[config.mk]
export PLATFORM = sky130hd
export DESIGN_NAME = rf_dump
export DESIGN_NICKNAME = d
export VERILOG_FILES = /design/src/rtl/rf_dump.sv
export SDC_FILE = /design/constraint.sdc
export NUM_CORES = 1
export LEC_CHECK = 0
export BUFFER_PORTS_ARGS = -buffer_cell sky130_fd_sc_hd__buf_2
export CAP_MARGIN = 0
export CORE_MARGIN = 5
export CORE_UTILIZATION = 43
export DETAILED_ROUTE_END_ITERATION = 10
export MAX_ROUTING_LAYER = met4
export PLACE_DENSITY = 0.86
export SYNTH_ARGS = -nofsm -noshare
export SYNTH_HDL_FRONTEND = slang
export SYNTH_SLANG_ARGS = --single-unit
export TNS_END_PERCENT = 50
[constraint.sdc]
create_clock -name clk -period 1.5 [get_ports clk]
set_input_delay 0.15 -clock clk [delete_from_list [all_inputs] [get_ports clk]]
set_output_delay 0.15 -clock clk [all_outputs]
set_load 0.05 [all_outputs]
[src/rtl/rf_dump.sv]
// Register-file debug readout: walks a (possibly wrapping) address range through
// one read port and streams {addr, data} words over a valid/ready handshake.
module rf_dump #(
  parameter int ADDR_W = 4,
  parameter int DATA_W = 16
) (
  input  logic              clk,
  input  logic              rst_n,
  input  logic              start,
  input  logic              abort,
  input  logic [ADDR_W-1:0] first_addr,
  input  logic [ADDR_W-1:0] last_addr,
  output logic [ADDR_W-1:0] rf_r_addr,
  input  logic [DATA_W-1:0] rf_rdata,
  output logic              out_valid,
  input  logic              out_ready,
  output logic [DATA_W-1:0] out_data,
  output logic [ADDR_W-1:0] out_addr,
  output logic              busy,
  output logic              done
);

  typedef enum logic [1:0] {IDLE, ISSUE, SEND} state_t;

  localparam logic [ADDR_W-1:0] ADDR_ONE = {{(ADDR_W-1){1'b0}}, 1'b1};

  state_t            state, state_nxt;
  logic [ADDR_W-1:0] cur_addr, cur_nxt;
  logic [ADDR_W-1:0] last_q, last_nxt;
  logic [ADDR_W-1:0] oaddr_nxt;
  logic [DATA_W-1:0] odata_nxt;
  logic              ovld_nxt, done_nxt;

  always_ff @(posedge clk or negedge rst_n) begin
    if (!rst_n) begin
      state     <= IDLE;
      cur_addr  <= '0;
      last_q    <= '0;
      out_valid <= 1'b0;
      out_data  <= '0;
      out_addr  <= '0;
      done      <= 1'b0;
    end else begin
      state     <= state_nxt;
      cur_addr  <= cur_nxt;
      last_q    <= last_nxt;
      out_valid <= ovld_nxt;
      out_data  <= odata_nxt;
      out_addr  <= oaddr_nxt;
      done      <= done_nxt;
    end
  end

  always_comb begin
    state_nxt = state;
    cur_nxt   = cur_addr;
    last_nxt  = last_q;
    ovld_nxt  = out_valid;
    odata_nxt = out_data;
    oaddr_nxt = out_addr;
    done_nxt  = 1'b0;
    case (state)
      IDLE: begin
        if (start) begin
          last_nxt  = last_addr;
          cur_nxt   = first_addr;
          state_nxt = ISSUE;
        end
      end
      ISSUE: begin
        if (abort) begin
          ovld_nxt  = 1'b0;
          state_nxt = IDLE;
        end else begin
          // R0 storage is never written and may hold garbage; it reads as zero
          odata_nxt = (cur_addr == '0) ? '0 : rf_rdata;
          oaddr_nxt = cur_addr;
          ovld_nxt  = 1'b1;
          state_nxt = SEND;
        end
      end
      SEND: begin
        if (abort) begin
          ovld_nxt  = 1'b0;
          state_nxt = IDLE;
        end else if (out_valid && out_ready) begin
          ovld_nxt = 1'b0;
          if (cur_addr == last_q) begin
            done_nxt  = 1'b1;
            state_nxt = IDLE;
          end else begin
            cur_nxt   = cur_addr + ADDR_ONE;
            state_nxt = ISSUE;
          end
        end
      end
      default: begin
        ovld_nxt  = 1'b0;
        state_nxt = IDLE;
      end
    endcase
  end

  assign busy      = (state != IDLE);
  assign rf_r_addr = cur_addr;

endmodule

* Word level (Yosys, flattened, before mapping) *
Index checks and enable logic that the tools add are counted.

storage, ports and cells
  bits in latches = 0
  ROM bits = 0
  memories = 0
  flip-flop bits (word level) = 32
  memory bits (writable) = 0
  output and inout bits = 27

cells by class
  reduce and logical (&&, ||, !) cells = 10
  equal/unequal tests = 8
  $add $sub $neg = 1
  multiplexer cells = 20
  bitwise logic cells = 2
  $lt $le $gt $ge = 0
  $mul = 0
  shift-type cells = 0
  divide/modulo/power cells = 0

operator list
  cell                                           number
  two-way mux 16 bit                             1
  two-way mux 4 bit                              4
  two-way mux 1 bit                              8
  two-way mux 2 bit                              4
  inequality test 2 bit, second input constant   4
  case mux 4 bit (2 select lines)                1
  AND reduction 2 bit                            4
  case mux 2 bit (3 select lines)                1
  AND reduction 5 bit                            1
  adder 4 x 1 -> 4 bit, second input constant    1
  == test 4 bit                                  1
  zero test 4 bit                                1
  nonzero test 2 bit                             2
  inequality test 3 bit, second input constant   1
  case mux 1 bit (3 select lines)                1
  == test 2 x 1 -> 1 bit, second input constant  1
  == test 2 bit, second input constant           1
  zero test 2 bit                                1
  inverter 1 bit                                 2
  logical AND 1 bit                              1

* Longest topological paths before layout *
  depth after elaboration = 5
  gate-level depth with buffers = 5

* Worst setup path after synthesis *
OpenSTA, ideal clock, no wires.

  kind = reg-to-reg
  start = reg cur_addr[0] (netlist: rf_r_addr[0])
  end = reg out_data[10]
  stages on the path, launching flop included = 6
  setup time = 0.067 ns
  setup slack = -0.108 ns
  data arrival time = 1.541 ns
  data required time = 1.433 ns
  path buffers = 1
  cells stage by stage = dfrtp_1 > inv_1 > ha_1 > a21oi_4 > buf_4 > a22o_1

on the way
  cells in the longest elaborated chain, start to end = 2

ends and longest elaborated chain
  what                    RTL line  text
  start, declared         28        logic [ADDR_W-1:0] cur_addr, cur_nxt;
  start signal, assigned  45        cur_addr <= cur_nxt;
  zero test 4 bit         76        odata_nxt = (cur_addr == '0) ? '0 : rf_rdata;
  two-way mux 16 bit      76
  end signal, assigned    48        out_data <= odata_nxt;
  end, declared           17        output logic [DATA_W-1:0] out_data,

Every way passes these cells.
A chain may end at the register's enable or synchronous reset.

* Final worst setup path *
  start = reg state[1]
  end = out busy

on the way
  cells in the longest elaborated chain, start to end = 1

ends and longest elaborated chain
  what                    RTL line  text
  start, declared         27        state_t state, state_nxt;
  start signal, assigned  44        state <= state_nxt;
  nonzero test 2 bit      104       assign busy = (state != IDLE);
  end, declared           19        output logic busy,

Every way passes these cells.

==> results.md <==
* Status: complete, no violations
* ANT nets after route at 0
* H-Tree Depth at 2
* Final hold viol count at 0
* CP endpoint kind: output port
* Site Rows at 20
* Worst-path cell chain: or2_2 -> clkbuf_4
* # fillers at between 200 and 300
* CTS sink cnt at 32
* Flops & latches, synth at 32
* Remaining global-route overflow at 0
* Root Buffer: clkbuf_4
* Fin nets at 213
* Post-synth EDFFs at 0
* I/O pin count at between 50 and 60
* Worst Skew at ~0.013 ns
* Ys async rst share at between 90% and 100%
* Worst hold path startpoint: rf_rdata[10]
* Drt pass-1 iters at 4
* Final WL at approximately 3400 µm
* Core box area at roughly 3100 µm²
* Cells after synthesis at 113
* TritonCTS clock tree: built
* GPL Wtd Cong at 0.880
* Post-synth top flop: dfrtp_1
* Reg2reg start: state[1]$_DFFE_PN0P_
* Initial DRC count at 22
* CP max stage cell: dfrtp_1
* Fin Hold WS at between 0.03 and 0.04 ns
* Total CTS buffers at 5
* Power density over the cells at between 2000 and 2500 nW/µm²
* Via/cell ratio at around 5.1
* Max_cap viols at 0
* DP HPWL at ~2500 µm
* Slew at the pin closest to its max-slew limit at roughly 0.32 ns
* Sequential share of the synthesized area at ~57%
* Worst EP required at approximately 1.4 ns
* Initial Utilization at 45.5%
* Layout cells sized above 1 at around half
* Fmax at between 0.6 and 0.7 GHz
* Arrival time worst endpoint at between 1 and 1.5 ns
* DRC at 0
* CP startpoint: state[1]$_DFFE_PN0P_
* CP Buf/Inv Count at 1
* Critical path type: flip-flop to output port
* PortBufs at 55
* CP top delay family: flip-flops
* Crit-path max FO at 5
* Initial antenna violation count at 0
* Worst Hold Class: input pin to flip-flop
* Period utilization at between 90 and 100%
* Library cells used by synthesis at 33
* Syn_area_per_cell at ~12 µm²
* P_leak at between 0.9 and 1 nW
* Slew Limit Fails at 0
* RSZ-0062 raised after global routing: true
* Final Util at approximately three fifths
* Multi-input gate area in the final layout at ~570 µm²
* Maximum vdd ir drop at 1140 µV
* Fin crit period at about 1.5 ns
* Area leader, netlist: dfrtp_1
* Pin count of the biggest net entering global routing at 16
* Die Width at ~67 µm
* Final setup violation count at 0
* Slew headroom at 78.4%
* Clk Latency, worst-skew pair at roughly 0.33 ns
* Longest Clk Path Bufs at 2
* First-pass GRT wire length at about 5300 µm
* Diode count at 0
* Synth Net Count at approximately 140
* Clk pin slew, worst setup/hold paths at 0.10 ns
* Largest cells by area after synthesis: dfrtp_1 57%, a22o_1 9.9%, mux2_2 4.8%
* Number of global-route vias before repair at roughly 1.2k
* Post-synth top area share at 56.7%
* Die Span Y at 67.3 µm
* Routed len/inst at about 15 µm
* FF/Latch Area at approximately 800 µm²
* Total GRT Usage at about 17%
* P&R area growth vs syn at 34.1%
* Most instantiated cells after synthesis: 32 x dfrtp_1, 16 x a22o_1, 6 x mux2_2, 6 x o21ai_0
* Most numerous cell in the Yosys netlist: dfrtp_1
* Post-Synthesis Cell Area at 1410 µm²
* Startpoint Class: flip-flop
* YS warnings at 0
* Setup total negative slack at 0 ns
* Die area at approximately 4500 µm²
* DR vias at about 1.2k
* Crit-path max cell delay at about 0.43 ns
power breakdown:
part / internal [W] / total (W) / switching [W] / leakage (nW)
registers: 0.00124 / 0.00149 / 0.000256 / 0.389
clock network: 0.000231 / 0.000512 / 0.000281 / 0.0326
logic: 0.000761 / 0.00257 / 0.00181 / 0.523
repair_timing:
item | in CTS | in global routing
endpoints found under the setup margin | 20 | 21
hold endpoints to repair | 32 | 2
setup buffers | 2 | 1
gates resized for setup | 1 | 2
hold buffers | 1 | 1
registers in the layout (all words and copies together), names as in the netlist:
name and count:
rf_r_addr 4, out_data 16, out_addr 4, state 2
out_valid 1, last_q 4, done 1
layer usage:
| layer | vias up | track usage [%] | share of wire (%) |
|---|---|---|---|
| li1 | 550 | - | - |
| met1 | 566 | 18.6 | 44 |
| met2 | 39 | 27.1 | 48 |
| met3 | 5 | 4.66 | 6.1 |
| met4 | 0 | 8.35 | 1.7 |
| met5 | - | - | 0 |
through the flow:
step | instances | total power, W | worst slack [ns] | area, µm²
finish | 227 | 0.00457 | 0.0178 | 1890
detailed placement | 214 | 0.00404 | -0.0395 | 1770
CTS | 225 | 0.00458 | 0.0202 | 1870
floorplan | 113 | 0.00340 | -0.0632 | 1410
global placement | 214 | 0.00398 | 0.0531 | 1770
global route | 227 | 0.00482 | -0.0143 | 1890
cells in the final DEF (no fill, tap or decap), types with 3 or more instances in the layout:
| master | n |
|---|---|
| buf_2 | 54 |
| dfrtp_1 | 30 |
| a22o_1 | 16 |
| buf_4 | 9 |
| o21ai_0 | 6 |
| mux2_2 | 6 |
| clkbuf_4 | 6 |
| inv_1 | 5 |
| nand2_1 | 5 |
| xor2_1 | 3 |
| nor2_1 | 3 |
| mux2i_1 | 3 |
| nand3_1 | 3 |
kinds of logic after synthesis:
logic type / Yosys count / share of synthesized area [%]
buffers and inverters: 10 / 3.28
flip-flops: 32 / 56.7
AND/OR/NAND/NOR: 23 / 9.22
AO/OA/AOI/OAI: 33 / 19.6
XOR/XNOR: 4 / 2.48
adder cells (fa/ha/maj): 2 / 1.77
multiplexers: 9 / 6.91
final timing paths:
path | end | slack, ns | cells after the start
worst max-delay path | busy | 0.02 | 2
worst min-delay path | out_data[10]$_DFFE_PN0P_ | 0.03 | 2
worst max register to register | last_q[3]$_DFFE_PN0P_ | 0.02 | 3
worst min register to register | out_addr[1]$_DFFE_PN0P_ | 0.49 | 2
max in group asynchronous | rf_r_addr[1]$_DFFE_PN0P_ | 0.85 | 3
min in group asynchronous | out_addr[3]$_DFFE_PN0P_ | 0.19 | 2
worst reg2reg max path, delay by kind of cell (launching register included):
kind          cells  cell delay [ns]
simple gates      2             0.55
flops             1             0.43
mux               1             0.37
area by class of cell:
| type | count | share of cell area, % |
|---|---|---|
| clock buffers | 8 | 3.11 |
| well taps | 44 | 2.91 |
| repair buffers | 67 | 20.4 |
| inverters | 5 | 0.991 |
| flip-flops and latches | 32 | 42.4 |
| multi-input cells | 71 | 30.2 |
(Power assumes the default switching activity.)
